==> src/rtl/spi_flash_responder.sv <==
// spi_flash_responder
//   Minimal SPI NOR flash emulator (mode 0, MSB first, 24-bit address).
//   SPI pins are oversampled in the PCLK domain. READ (0x03), PROGRAM (0x02),
//   READ ID (0x9F), READ STATUS (0x05), WRITE ENABLE (0x06) and WRITE DISABLE
//   (0x04) are mapped onto a simple synchronous byte memory port.
//
// Ports
//   PCLK, PRESET        clock, synchronous active-high reset
//   SPI_SCLK/SS/SDI     SPI inputs from the master (asynchronous to PCLK)
//   SPI_SDO, SPI_SDO_OE master-in data and its pad output enable
//   MEM_ADDR            byte address for both strobes
//   MEM_RD, MEM_RDATA   read strobe; MEM_RDATA is valid the cycle after MEM_RD
//   MEM_WR, MEM_WDATA   write strobe with its data
//
// Memory port contract: MEM_RD and MEM_WR are single-cycle strobes, never
// high together; MEM_ADDR (and MEM_WDATA for writes) are valid while the
// strobe is high. There is no back-pressure, the memory must accept every
// strobe and return read data exactly one cycle after MEM_RD.
module spi_flash_responder #(
  parameter int          ADDR_WIDTH  = 16,
  parameter logic [23:0] JEDEC_ID    = 24'hBF2541,
  parameter int          SYNC_STAGES = 2
) (
  input  logic                  PCLK,
  input  logic                  PRESET,
  input  logic                  SPI_SCLK,
  input  logic                  SPI_SS,
  input  logic                  SPI_SDI,
  output logic                  SPI_SDO,
  output logic                  SPI_SDO_OE,
  output logic [ADDR_WIDTH-1:0] MEM_ADDR,
  output logic                  MEM_RD,
  input  logic [7:0]            MEM_RDATA,
  output logic                  MEM_WR,
  output logic [7:0]            MEM_WDATA
);

  typedef enum logic [2:0] {
    S_IDLE, S_CMD, S_ADDR, S_RD_DATA, S_WR_DATA, S_ID, S_STATUS, S_IGNORE
  } state_t;

  // ---------------------------------------------------------------------
  // Synchronisers and edge detection. These flops are deliberately not
  // reset so that the synced SS level is meaningful during PRESET and no
  // false SS edge appears when reset releases.
  // ---------------------------------------------------------------------
  logic [SYNC_STAGES-1:0] sclk_sync_q, sclk_sync_d;
  logic [SYNC_STAGES-1:0] ss_sync_q,   ss_sync_d;
  logic [SYNC_STAGES-1:0] sdi_sync_q,  sdi_sync_d;
  logic                   sclk_prev_q, sclk_prev_d;
  logic                   ss_prev_q,   ss_prev_d;

  logic sclk_s, ss_s, sdi_s;
  logic sclk_rise, sclk_fall, ss_fall, ss_rise;

  always_comb begin
    sclk_sync_d = {sclk_sync_q[SYNC_STAGES-2:0], SPI_SCLK};
    ss_sync_d   = {ss_sync_q[SYNC_STAGES-2:0],   SPI_SS};
    sdi_sync_d  = {sdi_sync_q[SYNC_STAGES-2:0],  SPI_SDI};
    sclk_s      = sclk_sync_q[SYNC_STAGES-1];
    ss_s        = ss_sync_q[SYNC_STAGES-1];
    sdi_s       = sdi_sync_q[SYNC_STAGES-1];
    sclk_prev_d = sclk_s;
    ss_prev_d   = ss_s;
    sclk_rise   = sclk_s & ~sclk_prev_q;
    sclk_fall   = ~sclk_s & sclk_prev_q;
    ss_fall     = ~ss_s & ss_prev_q;
    ss_rise     = ss_s & ~ss_prev_q;
  end

  always_ff @(posedge PCLK) begin
    sclk_sync_q <= sclk_sync_d;
    ss_sync_q   <= ss_sync_d;
    sdi_sync_q  <= sdi_sync_d;
    sclk_prev_q <= sclk_prev_d;
    ss_prev_q   <= ss_prev_d;
  end

  // ---------------------------------------------------------------------
  // Protocol FSM and datapath
  // ---------------------------------------------------------------------
  state_t                state_q,     state_d;
  logic [4:0]            bit_cnt_q,   bit_cnt_d;
  logic [22:0]           shift_q,     shift_d;    // incoming bits, newest in [0]
  logic [23:0]           out_sr_q,    out_sr_d;   // outgoing bits, next in [23]
  logic                  sdo_q,       sdo_d;
  logic                  oe_q,        oe_d;
  logic [ADDR_WIDTH-1:0] mem_addr_q,  mem_addr_d;
  logic [7:0]            mem_wdata_q, mem_wdata_d;
  logic                  mem_rd_q,    mem_rd_d;
  logic                  mem_wr_q,    mem_wr_d;
  logic                  rd_vld_q,    rd_vld_d;   // MEM_RDATA valid this cycle
  logic                  wel_q,       wel_d;
  logic                  is_prog_q,   is_prog_d;  // current address phase is a program

  logic [7:0]  opcode;
  logic [23:0] addr_full;
  logic [7:0]  status_byte;
  logic        drive_state;

  always_comb begin
    opcode      = {shift_q[6:0], sdi_s};
    addr_full   = {shift_q, sdi_s};
    status_byte = {6'b0, wel_q, 1'b0};

    state_d     = state_q;
    bit_cnt_d   = bit_cnt_q;
    shift_d     = shift_q;
    out_sr_d    = out_sr_q;
    sdo_d       = sdo_q;
    mem_addr_d  = mem_addr_q;
    mem_wdata_d = mem_wdata_q;
    mem_rd_d    = 1'b0;
    mem_wr_d    = 1'b0;
    rd_vld_d    = mem_rd_q;
    wel_d       = wel_q;
    is_prog_d   = is_prog_q;

    // A write strobe uses the current address; step it afterwards.
    if (mem_wr_q) mem_addr_d = mem_addr_q + ADDR_WIDTH'(1);
    // Read data lands well before the next SCLK fall (phases >= 4 PCLK).
    if (rd_vld_q) out_sr_d = {MEM_RDATA, 16'h0000};

    case (state_q)
      S_IDLE: begin
        if (ss_fall) begin
          state_d   = S_CMD;
          bit_cnt_d = 5'd0;
        end
      end
      S_CMD: begin
        if (sclk_rise) begin
          shift_d   = {shift_q[21:0], sdi_s};
          bit_cnt_d = bit_cnt_q + 5'd1;
          if (bit_cnt_q == 5'd7) begin
            bit_cnt_d = 5'd0;
            case (opcode)
              8'h03: begin state_d = S_ADDR; is_prog_d = 1'b0; end
              8'h02: begin
                is_prog_d = 1'b1;
                state_d   = wel_q ? S_ADDR : S_IGNORE;
              end
              8'h9F: begin state_d = S_ID; out_sr_d = JEDEC_ID; end
              8'h05: begin state_d = S_STATUS; out_sr_d = {status_byte, 16'h0000}; end
              8'h06: begin state_d = S_IGNORE; wel_d = 1'b1; end
              8'h04: begin state_d = S_IGNORE; wel_d = 1'b0; end
              default: state_d = S_IGNORE;
            endcase
          end
        end
      end
      S_ADDR: begin
        if (sclk_rise) begin
          shift_d   = {shift_q[21:0], sdi_s};
          bit_cnt_d = bit_cnt_q + 5'd1;
          if (bit_cnt_q == 5'd23) begin
            bit_cnt_d  = 5'd0;
            mem_addr_d = addr_full[ADDR_WIDTH-1:0];
            if (is_prog_q) begin
              state_d = S_WR_DATA;
            end else begin
              state_d  = S_RD_DATA;
              mem_rd_d = 1'b1;
            end
          end
        end
      end
      S_RD_DATA: begin
        if (sclk_rise) begin
          bit_cnt_d = bit_cnt_q + 5'd1;
          // Last bit of a byte: prefetch the next one.
          if (bit_cnt_q == 5'd7) begin
            bit_cnt_d  = 5'd0;
            mem_addr_d = mem_addr_q + ADDR_WIDTH'(1);
            mem_rd_d   = 1'b1;
          end
        end
        if (sclk_fall) begin
          sdo_d    = out_sr_q[23];
          out_sr_d = {out_sr_q[22:0], 1'b0};
        end
      end
      S_WR_DATA: begin
        if (sclk_rise) begin
          shift_d   = {shift_q[21:0], sdi_s};
          bit_cnt_d = bit_cnt_q + 5'd1;
          if (bit_cnt_q == 5'd7) begin
            bit_cnt_d   = 5'd0;
            mem_wr_d    = 1'b1;
            mem_wdata_d = opcode;  // same bit slice: last 8 bits received
          end
        end
      end
      S_ID: begin
        // Zeros shift in behind the ID, so SDO reads 0 after the third byte.
        if (sclk_fall) begin
          sdo_d    = out_sr_q[23];
          out_sr_d = {out_sr_q[22:0], 1'b0};
        end
      end
      S_STATUS: begin
        if (sclk_rise) begin
          bit_cnt_d = bit_cnt_q + 5'd1;
          if (bit_cnt_q == 5'd7) begin
            bit_cnt_d = 5'd0;
            out_sr_d  = {status_byte, 16'h0000};
          end
        end
        if (sclk_fall) begin
          sdo_d    = out_sr_q[23];
          out_sr_d = {out_sr_q[22:0], 1'b0};
        end
      end
      S_IGNORE: ;
      default: state_d = S_IDLE;
    endcase

    // Deselect ends every frame; a partial byte is simply dropped.
    if (ss_rise) begin
      state_d = S_IDLE;
      if (state_q == S_WR_DATA || (state_q == S_ADDR && is_prog_q)) wel_d = 1'b0;
    end

    drive_state = (state_d == S_ID) || (state_d == S_STATUS) || (state_d == S_RD_DATA);
    oe_d        = drive_state;
    if (!drive_state) sdo_d = 1'b0;
  end

  always_ff @(posedge PCLK) begin
    if (PRESET) begin
      // A frame already in progress is ignored until SS rises.
      state_q     <= ss_s ? S_IDLE : S_IGNORE;
      bit_cnt_q   <= 5'd0;
      shift_q     <= 23'd0;
      out_sr_q    <= 24'd0;
      sdo_q       <= 1'b0;
      oe_q        <= 1'b0;
      mem_addr_q  <= '0;
      mem_wdata_q <= 8'd0;
      mem_rd_q    <= 1'b0;
      mem_wr_q    <= 1'b0;
      rd_vld_q    <= 1'b0;
      wel_q       <= 1'b0;
      is_prog_q   <= 1'b0;
    end else begin
      state_q     <= state_d;
      bit_cnt_q   <= bit_cnt_d;
      shift_q     <= shift_d;
      out_sr_q    <= out_sr_d;
      sdo_q       <= sdo_d;
      oe_q        <= oe_d;
      mem_addr_q  <= mem_addr_d;
      mem_wdata_q <= mem_wdata_d;
      mem_rd_q    <= mem_rd_d;
      mem_wr_q    <= mem_wr_d;
      rd_vld_q    <= rd_vld_d;
      wel_q       <= wel_d;
      is_prog_q   <= is_prog_d;
    end
  end

  assign SPI_SDO    = sdo_q;
  assign SPI_SDO_OE = oe_q;
  assign MEM_ADDR   = mem_addr_q;
  assign MEM_RD     = mem_rd_q;
  assign MEM_WR     = mem_wr_q;
  assign MEM_WDATA  = mem_wdata_q;

endmodule

==> config.mk <==
export PLATFORM = sky130hd
export DESIGN_NAME = spi_flash_responder
export DESIGN_NICKNAME = d
export VERILOG_FILES = /design/src/rtl/spi_flash_responder.sv
export SDC_FILE = /design/constraint.sdc
export NUM_CORES = 1
export LEC_CHECK = 0
export CAP_MARGIN = 0
export CORE_ASPECT_RATIO = 1.2
export CORE_UTILIZATION = 61
export DETAILED_ROUTE_END_ITERATION = 8
export PLACE_DENSITY = 0.84
export REMOVE_ABC_BUFFERS = 1
export SLEW_MARGIN = 20
export SYNTH_ARGS = -nofsm -noshare
export SYNTH_HDL_FRONTEND = slang
export SYNTH_SLANG_ARGS = --single-unit
==> constraint.sdc <==
create_clock -name PCLK -period 3.4 [get_ports PCLK]
set_input_delay 0.34 -clock PCLK [delete_from_list [all_inputs] [get_ports PCLK]]
set_output_delay 0.34 -clock PCLK [all_outputs]
set_load 0.1 [all_outputs]
==> impl_metrics.csv <==
group,metric,value,unit
synthesis,synthCells,487,
sta,final.min_clock_period,2.47,ns
placed_design,gp_congestion,0.968,
power_and_ir_drop,seqPwrFrac,52.3,%
layout,diodes,0,
clock_tree,cts.sinks,86,
clock_tree,clock_path_buffers,2,
synthesis,syn_area,0.00419,mm²
global_routing,grt_pass1_wl,17.0,mm
critical_path,r2r-start,"bit_cnt_q[0]$_SDFFE_PP0P_",
route,via_per_inst,6.32,
global_routing,antenna_found_initial,0,
power_and_ir_drop,ir_drop,0.000424,V
synthesis,netlist-cell-type-count,63,
route,wl_per_cell,17.1,µm
synthesis,yosysSeqAreaShare,41.1,%
critical_path,startpoint_type,"flip-flop",
sta,setup_violations,0,
floorplan,pin_count,41,
synthesis,yosys_warnings,0,
floorplan,fp.coreArea,0.00653,mm²
power_and_ir_drop,power.internal,1.49,mW
critical_path,cp.depth,8,
placed_design,dp_hpwl,7.13,mm
route,vias,3790,
synthesis,avgSynthCellArea,8.60,µm²
sta,hold_violations,0,
global_routing,grt_max_degree,33,
critical_path,end_kind,"flip-flop",
placed_design,place_inst,584,
sta,worst_pin_slew,0.980,ns
clock_tree,cts_buffers,9,
placed_design,portBuffers,40,
power_and_ir_drop,leakagePower,1.84,nW
layout,stdcell_count,600,
critical_path,crit_end,"MEM_ADDR[9]$_SDFF_PP0_",
floorplan,die_w,77.6,µm
layout,area_growth,14.6,%
global_routing,grt_pass1_vias,3508,
power_and_ir_drop,swShare,26.4,%
global_routing,grt_overflow_total,0,
clock_tree,ctsHtreeMaxLevel,3,
critical_path,crit_slowest_cell,"a2111oi_0",
critical_path,r2r_cells,8,
clock_tree,cts_resized,0,
route,drc,0,
status,status,"completed",
route,drtPass1Iterations,6,
power_and_ir_drop,pwr_density_cell,421,mW/mm²
synthesis,ys_async_sr_fraction,0,%
critical_path,worstPathArrival,2.70,ns
power_and_ir_drop,switchingPower,0.533,mW
critical_path,path_cells,"ha_1, and4bb_1, nand3_1, nor2_1, buf_4, nor3_1, a2111oi_0, a311oi_1",
synthesis,synth-seq-cells,86,
layout,fillCellCount,517,
route,drt_wl_total,10.3,mm
critical_path,crit_family,"simple AND/OR/NAND/NOR gates",
sta,rsz0062_at_grt,"no",
worst_hold_path,holdCritPathClass,"reg2reg",
layout,final_layout_size_suffix_gt1_share,6.60,%
floorplan,placementRows,32,
clock_tree,ctsHoldBuffers,0,
critical_path,r2r-end,"MEM_ADDR[9]$_SDFF_PP0_",
clock_tree,cts_tree,"yes",
clock_tree,cts.reportedPaths.clkPinSlew,0.09,ns
clock_tree,clk_latency,0.36,ns
power_and_ir_drop,p_clk_share,37.3,%
critical_path,required,3.62,ns
critical_path,crit_path_start,"bit_cnt_q[0]$_SDFFE_PP0P_",
sta,slew_violations,0,
sta,clock-skew-final,0.0125,ns
synthesis,ys.flop_type,"dfxtp_1",
critical_path,reg2reg_setup_slack,0.93,ns
global_routing,grtUsageTotal,30.0,%
sta,maxSlewHeadroom,34.5,%
sta,fin_crit_sh,72.7,%
layout,nets,526,
clock_tree,post_cts_buffers,0,
clock_tree,cts.root.buffer_cell,"clkbuf_8",
critical_path,setup.worst_path.class,"reg2reg",
synthesis,synth_edf_count,0,
sta,timing.setup.tns,0,ns
critical_path,crit_buf_inv,1,
floorplan,initial_core_util,64.1,%
route,drtAntennaViolNets,0,
floorplan,die_h,92.8,µm
job,drv_cap,0,
floorplan,die-area,0.00720,mm²
sta,whs,0.334,ns
critical_path,crit_fanout,13,
sta,fmax,0.404,GHz
power_and_ir_drop,p_comb_share,10.4,%
critical_path,slowest_delay,0.46,ns
route,drtIter0Drc,348,
[registers in the layout, indices dropped and copies added (netlist names)]
register and count:
sdi_sync_q 2, SPI_SDO 1, MEM_WR 1, rd_vld_q 1, ss_prev_q 1, sclk_sync_q 2, SPI_SDO_OE 1, shift_q 15
MEM_WDATA 8, out_sr_q 24, bit_cnt_q 5, MEM_ADDR 16, state_q 3, sclk_prev_q 1, wel_q 1, ss_sync_q 2
MEM_RD 1, is_prog_q 1
[per-layer routing]
metal	track usage, %	vias to the layer above	routed length (µm)
met2	47.7	156	4860
li1	-	1814	-
met3	5.91	25	731
met4	15.4	0	227
met1	38.3	1795	4430
met5	0	-	0
[cell usage after synthesis (4+ instances only)]
cell type / count / area share [%]
o21ai_0: 20 / 2.4
mux2i_1: 35 / 8.4
nand2b_1: 8 / 1.2
and3_1: 6 / 0.90
a22o_1: 11 / 2.3
buf_2: 10 / 1.2
nor2_1: 67 / 6.0
dfxtp_1: 86 / 41
nand3_1: 13 / 1.6
xnor2_1: 10 / 2.1
nand4_1: 8 / 1.2
nand2_1: 26 / 2.3
o22ai_1: 10 / 1.5
inv_1: 11 / 0.99
xor2_1: 9 / 1.9
nor2b_1: 6 / 0.90
o2bb2ai_1: 4 / 0.84
a21oi_1: 33 / 3.9
nor3_1: 18 / 2.2
a2111oi_0: 4 / 0.84
clkbuf_1: 22 / 2.0
[kinds of logic (layout without fill, tap and decap cells)]
group | after synthesis | count (layout) | synth area share (%)
compound gates | 117 | 117 | 18.9
xor+xnor | 19 | 19 | 3.97
fa+ha+maj | 4 | 4 | 1.14
buf+inv | 45 | 73 | 4.39
flops | 86 | 86 | 41.1
mux | 36 | 36 | 8.64
simple gates | 180 | 180 | 21.8
[power groups by stage]
stage          clock, mW  sequential (mW)  combinational, mW
6_report           0.754             1.06              0.210
3_3_place_gp           0             1.08              0.201
5_1_grt            0.809             1.06              0.231
3_5_place_dp           0             1.08              0.205
4_1_cts            0.759             1.05              0.208
2_1_floorplan          0             1.09              0.117
[final cells by class]
class / instances / area, µm² / share of cell area (%)
Timing Repair Buffer: 46 / 440 / 9.18
Clock buffer: 12 / 155 / 3.23
Tap cell: 85 / 106 / 2.22
Inverter: 11 / 41.3 / 0.860
Sequential cell: 86 / 1720 / 35.9
Clock inverter: 4 / 52.6 / 1.10
Multi-Input combinational cell: 356 / 2280 / 47.5
[per-stage QoR]
step	instance area, µm²	setup slack (ns)	power (mW)	util [%]
3_3_place_gp	4590	1.05	1.28	70.3
6_report	4800	0.927	2.02	73.5
4_1_cts	4800	0.927	2.02	73.5
5_1_grt	4800	0.683	2.10	73.5
2_1_floorplan	4040	0.967	1.21	-
3_5_place_dp	4590	1.02	1.28	70.3
[layout by cell type (no fill, tap or decap), types with 4 or more instances in the layout]
cell             count
a22o_1              11
buf_4                6
xor2_1               9
mux2i_1             35
nor2b_1              6
nand3_1             13
o21ai_0             20
a21oi_1             33
clkdlybuf4s50_1     39
nand4_1              8
a2111oi_0            4
clkbuf_8            11
nor3_1              18
o2bb2ai_1            4
dfxtp_1             86
inv_1               11
and3_1               6
xnor2_1             10
o22ai_1             10
nor2_1              67
nand2_1             26
nand2b_1             8
[how the worst min path moves through the flow]
stage	startpoint	end	slack, ns	cells after the start
3_5_place_dp	sdi_sync_q[0]$_DFF_P_	sdi_sync_q[1]$_DFF_P_	0.32	0
3_3_place_gp	ss_sync_q[0]$_DFF_P_	ss_sync_q[1]$_DFF_P_	0.31	0
4_1_cts	sdi_sync_q[0]$_DFF_P_	sdi_sync_q[1]$_DFF_P_	0.34	0
6_report	sdi_sync_q[0]$_DFF_P_	sdi_sync_q[1]$_DFF_P_	0.33	0
2_1_floorplan	sclk_sync_q[0]$_DFF_P_	sclk_sync_q[1]$_DFF_P_	0.31	0
5_1_grt	sdi_sync_q[0]$_DFF_P_	sdi_sync_q[1]$_DFF_P_	0.34	0
No activity file was read; power rests on OpenSTA's default activity.
